File: config.mk
export PLATFORM = sky130hd
export DESIGN_NAME = seq_div32
export DESIGN_NICKNAME = d
export VERILOG_FILES = /design/src/rtl/seq_div32.sv
export SDC_FILE = /design/constraint.sdc
export NUM_CORES = 1
export LEC_CHECK = 0
export BUFFER_PORTS_ARGS = -buffer_cell sky130_fd_sc_hd__buf_4
export CORE_UTILIZATION = 40
export CTS_BUF_LIST = sky130_fd_sc_hd__clkbuf_4 sky130_fd_sc_hd__clkbuf_8
export DETAILED_ROUTE_END_ITERATION = 16
export HOLD_SLACK_MARGIN = 0.1
export PLACE_DENSITY = 0.59
export REMOVE_ABC_BUFFERS = 1
export SLEW_MARGIN = 20
export SYNTH_ARGS = -nofsm -noshare
export SYNTH_HDL_FRONTEND = slang
export SYNTH_SLANG_ARGS = --single-unit
File: constraint.sdc
create_clock -name CLK -period 3.7 [get_ports CLK]
set_input_delay 0.74 -clock CLK [delete_from_list [all_inputs] [get_ports CLK]]
set_output_delay 0.74 -clock CLK [all_outputs]
set_load 0.01 [all_outputs]
File: src/rtl/seq_div32.sv
// Sequential signed divider: restoring division on operand magnitudes, one quotient
// bit per clock, followed by a single sign-fix cycle. Result after WIDTH+1 edges.
module seq_div32 #(
    parameter int WIDTH = 32
) (
    input  logic             CLK,
    input  logic             RST,
    input  logic             Start,
    input  logic [WIDTH-1:0] in_a,
    input  logic [WIDTH-1:0] in_b,
    output logic             Busy,
    output logic [WIDTH-1:0] Quotient,
    output logic [WIDTH-1:0] Remainder,
    output logic             Div_By_Zero,
    output logic             Result_Valid,
    output logic [1:0]       Dbg_State
);

    // Handshake: Start is accepted only on an edge where Busy=0 (IDLE); operands are
    // captured on that edge only. Busy stays high until the edge that raises
    // Result_Valid for one cycle; Start is ignored while Busy=1.

    localparam int CW = $clog2(WIDTH + 1);

    typedef enum logic [1:0] {
        S_IDLE = 2'd0,
        S_DIV  = 2'd1,
        S_FIX  = 2'd2
    } state_t;

    state_t             state_q, state_d;
    logic [CW-1:0]      cnt_q, cnt_d;
    logic [WIDTH-1:0]   dvd_q, dvd_d;     // dividend magnitude, quotient bits shift in from the right
    logic [WIDTH-1:0]   dvs_q, dvs_d;
    logic [WIDTH:0]     rem_q, rem_d;
    logic               sign_a_q, sign_a_d;
    logic               sign_b_q, sign_b_d;
    logic               zero_q, zero_d;
    logic [WIDTH-1:0]   quo_q, quo_d;
    logic [WIDTH-1:0]   rmd_q, rmd_d;
    logic               dbz_q, dbz_d;
    logic               valid_q, valid_d;

    logic [WIDTH:0]     rem_shift;
    logic [WIDTH+1:0]   trial;
    logic               trial_ok;

    always_ff @(posedge CLK or negedge RST) begin
        if (!RST) begin
            state_q  <= S_IDLE;
            cnt_q    <= '0;
            dvd_q    <= '0;
            dvs_q    <= '0;
            rem_q    <= '0;
            sign_a_q <= 1'b0;
            sign_b_q <= 1'b0;
            zero_q   <= 1'b0;
            quo_q    <= '0;
            rmd_q    <= '0;
            dbz_q    <= 1'b0;
            valid_q  <= 1'b0;
        end else begin
            state_q  <= state_d;
            cnt_q    <= cnt_d;
            dvd_q    <= dvd_d;
            dvs_q    <= dvs_d;
            rem_q    <= rem_d;
            sign_a_q <= sign_a_d;
            sign_b_q <= sign_b_d;
            zero_q   <= zero_d;
            quo_q    <= quo_d;
            rmd_q    <= rmd_d;
            dbz_q    <= dbz_d;
            valid_q  <= valid_d;
        end
    end

    always_comb begin
        state_d   = state_q;
        cnt_d     = cnt_q;
        dvd_d     = dvd_q;
        dvs_d     = dvs_q;
        rem_d     = rem_q;
        sign_a_d  = sign_a_q;
        sign_b_d  = sign_b_q;
        zero_d    = zero_q;
        quo_d     = quo_q;
        rmd_d     = rmd_q;
        dbz_d     = dbz_q;
        valid_d   = 1'b0;

        // Remainder never exceeds the divisor, so the bit shifted out of rem_q is always 0.
        rem_shift = (rem_q << 1) | {{WIDTH{1'b0}}, dvd_q[WIDTH-1]};
        trial     = {1'b0, rem_shift} - {2'b00, dvs_q};
        trial_ok  = ~trial[WIDTH+1];

        case (state_q)
            S_IDLE: begin
                if (Start) begin
                    dvd_d    = in_a[WIDTH-1] ? -in_a : in_a;
                    dvs_d    = in_b[WIDTH-1] ? -in_b : in_b;
                    sign_a_d = in_a[WIDTH-1];
                    sign_b_d = in_b[WIDTH-1];
                    zero_d   = (in_b == '0);
                    rem_d    = '0;
                    cnt_d    = '0;
                    state_d  = S_DIV;
                end
            end
            S_DIV: begin
                rem_d = trial_ok ? trial[WIDTH:0] : rem_shift;
                dvd_d = {dvd_q[WIDTH-2:0], trial_ok};
                cnt_d = cnt_q + CW'(1);
                if (cnt_q == CW'(WIDTH - 1)) begin
                    state_d = S_FIX;
                end
            end
            S_FIX: begin
                // A zero divisor yields all-ones from the restoring loop anyway; force it so
                // the sign fix cannot disturb it. The remainder then rebuilds in_a.
                if (zero_q) begin
                    quo_d = '1;
                end else begin
                    quo_d = (sign_a_q ^ sign_b_q) ? -dvd_q : dvd_q;
                end
                rmd_d   = sign_a_q ? -rem_q[WIDTH-1:0] : rem_q[WIDTH-1:0];
                dbz_d   = zero_q;
                valid_d = 1'b1;
                state_d = S_IDLE;
            end
            default: begin
                state_d = S_IDLE;
            end
        endcase
    end

    assign Busy         = (state_q != S_IDLE);
    assign Quotient     = quo_q;
    assign Remainder    = rmd_q;
    assign Div_By_Zero  = dbz_q;
    assign Result_Valid = valid_q;
    assign Dbg_State    = state_q;

endmodule

==> metrics <==
DIE WIDTH=170 um; Reg2Reg Depth=10; # Max-Cap Violations=0; share of the synthesized area in the top cell type=38.6%; largest net degree at the start of global routing=83; CTS Hold Bufs=0; die area=28700 sq um; Final Net Count=1557; Post-Layout Inst Area=13200 sq um; Syn Area/Cell=8.37 sq um; number of port buffers=135; # Post-CTS Setup Buffers=0; commonest cells in the netlist=nand2_1, dfrtp_1, o21ai_0, xor2_1, nor2_1; drc violations=0; total track usage=22.1%; antenna viol nets, final=0; critical path type=reg2reg; CTS tree=done; sw frac=46.9%; number of flops mapped to enable cells by yosys=0; worst-skew pair later-pin latency=490 ps; Rows=60; Switching Power=4.97 mW; Critical Path RT=4050 ps; CTS sink cnt=173; clk buf depth=2; final WL=30.8 mm; Seq cells post-synth=173; initial core utilization=41.2%; most frequent cell after synthesis=nand2_1; RSZ-0062 raised after global routing=no; clock root cell=clkbuf_8; Via-to-Cell Ratio=5.46; pwr dens=807 nW/um^2; Pleak=5.77 nW; initial antenna violation count=0; Initial DRC Count=752; total gr overflow=0; Final Slew Violations=0; ys flop type=dfrtp_1; layout cells sized above 1=14.9%; DR WL/cell=16.7 um; vias in the first global route=9529; DRT Pass-1 Iters=5; VDD IR max=0.395 mV; skew final=22.8 ps; ys async rst share=100%; dpl cell area=12700 sq um; Yosys Warn Count=0; HPWL Detailed=22.3 mm; Mapped Area=11200 sq um; critical-path maximum fanout=18; core outline area=27300 sq um; Worst-Margin Slew=797 ps; Seq pwr share=29.3%; Antenna Cells=0; Slew headroom=46.9%; area delta synth->final=17.3%; status=complete, no violations; Clock Power Share=13.6%; first-pass GRT wire length=50.5 mm; worst endpoint data arrival time=3720 ps; placer congestion estimate=0.869; post_cts resized=0; via count=10000; I/O pin total=136; sequential area share after synthesis=38.6%; Tcrit/Tclk final=90.9%; fin crit period=3360 ps; Worst Hold Class=in2async; Mapped Cells=1341; Max Clock Freq=297 MHz; total CTS buffers=17; FF-to-FF setup slack=340 ps; final hold vios=0; Setup crit end kind=flop; Gate power share=57.1%; Area contributors post-synth=dfrtp_1, xor2_1, o21ai_0; startpoint type of the worst setup path=flop; CTS clk-pin slew, worst paths=110 ps; H-tree levels=4; post-synth cell types=57; Util after Layout=48.3%; final setup fails=0; cell taking the most area after synthesis=dfrtp_1; die height=170 um; Pint=5.64 mW
## sequential cells by signal, indices dropped and copies added (netlist names)
signal	count
rem_q	32
Remainder	32
zero_q	1
sign_b_q	1
Dbg_State	2
Quotient	32
dvs_q	32
dvd_q	32
Div_By_Zero	1
cnt_q	6
Result_Valid	1
sign_a_q	1
## critical path, stage by stage, from the launching register on
cell and delay [ps]:
dfrtp_1 500, ha_1 480, nand3_1 250, nor3_1 300
inv_1 80, a211oi_1 460, or3_1 240, a21o_1 180
and2_1 300, buf_4 320, o211ai_1 150
## path summary, 6_finish.rpt
path                        startpoint            end
setup / recovery             rem_q[23]       rem_q[7]
hold / removal                     RST  Remainder[14]
setup reg to reg             rem_q[23]       rem_q[7]
hold reg to reg            Div_By_Zero    Div_By_Zero
max in group asynchronous          RST       dvd_q[0]
min in group CLK           Div_By_Zero    Div_By_Zero
## kinds of logic (layout without fill, tap and decap cells)
| logic type | count (synthesis) | after routing | synth area share, % |
|---|---|---|---|
| and+or+nand+nor | 458 | 458 | 19.4 |
| AOI/OAI and AO/OA | 398 | 398 | 22.1 |
| DFF | 173 | 173 | 38.6 |
| xor gates and xnor gates | 142 | 142 | 11.1 |
| buffers and inverters | 129 | 253 | 4.31 |
| adders and majority gates | 38 | 38 | 4.30 |
| muxes | 3 | 3 | 0.268 |
## cells in the final DEF (no fill, tap or decap), types with 5 or more instances in the layout
cell type    n
nand3_1     44
nor3_1      23
nor2_1      85
a21o_1      18
buf_4      164
o31ai_1     28
nor4_1       7
or3_1       17
xnor2_1     37
or4_1       16
xor2_1     105
o21a_1       7
dfrtp_1    173
a21oi_1     72
ha_1        37
a22oi_1     26
clkinv_8     5
o21ai_0    157
nand2b_1    11
nand4_1     32
inv_1       52
and3_1       8
nor2b_1      6
o41ai_1     15
clkbuf_8    17
a31oi_1     13
o211ai_1    33
nand2_1    184
## routing by layer
layer | track usage, % | vias up | share of wire [%]
met5 | 0 | - | 0
met1 | 30.3 | 4785 | 47
met2 | 36.9 | 217 | 48
met3 | 3.03 | 21 | 3.9
li1 | - | 5015 | -
met4 | 4.90 | 0 | 1.1
## area by class of cell
class | count | area (sq um)
well taps | 372 | 465
flip-flops and latches | 173 | 4330
clock buffers | 17 | 234
clock inverters | 15 | 199
fillers | 2671 | 14100
repair buffers | 168 | 1300
inverters | 53 | 199
multi-input cells | 1039 | 6430
## per-stage QoR
stage | setup TNS [ps] | power (mW) | std cells | setup WS (ps) | hold WS, ps
after floorplan | -65200 | 7.45 | 1265 | -1800 | 444
after global placement | 0 | 9.08 | 1805 | 166 | 458
after detailed placement | 0 | 9.15 | 1805 | 146 | 462
after CTS | 0 | 10.6 | 1837 | 407 | 310
after global routing | 0 | 11.6 | 1837 | 221 | 324
final | 0 | 10.6 | 1837 | 338 | 264
## power groups by stage
stage	Combinational, mW	Clock [mW]	Sequential (mW)
floorplan	4.48	0	2.97
global placement	5.95	0	3.13
detailed placement	6.01	0	3.14
CTS	6.05	1.48	3.10
global route	6.82	1.56	3.20
finish	6.06	1.44	3.11
No activity file was read; power rests on OpenSTA's default activity.
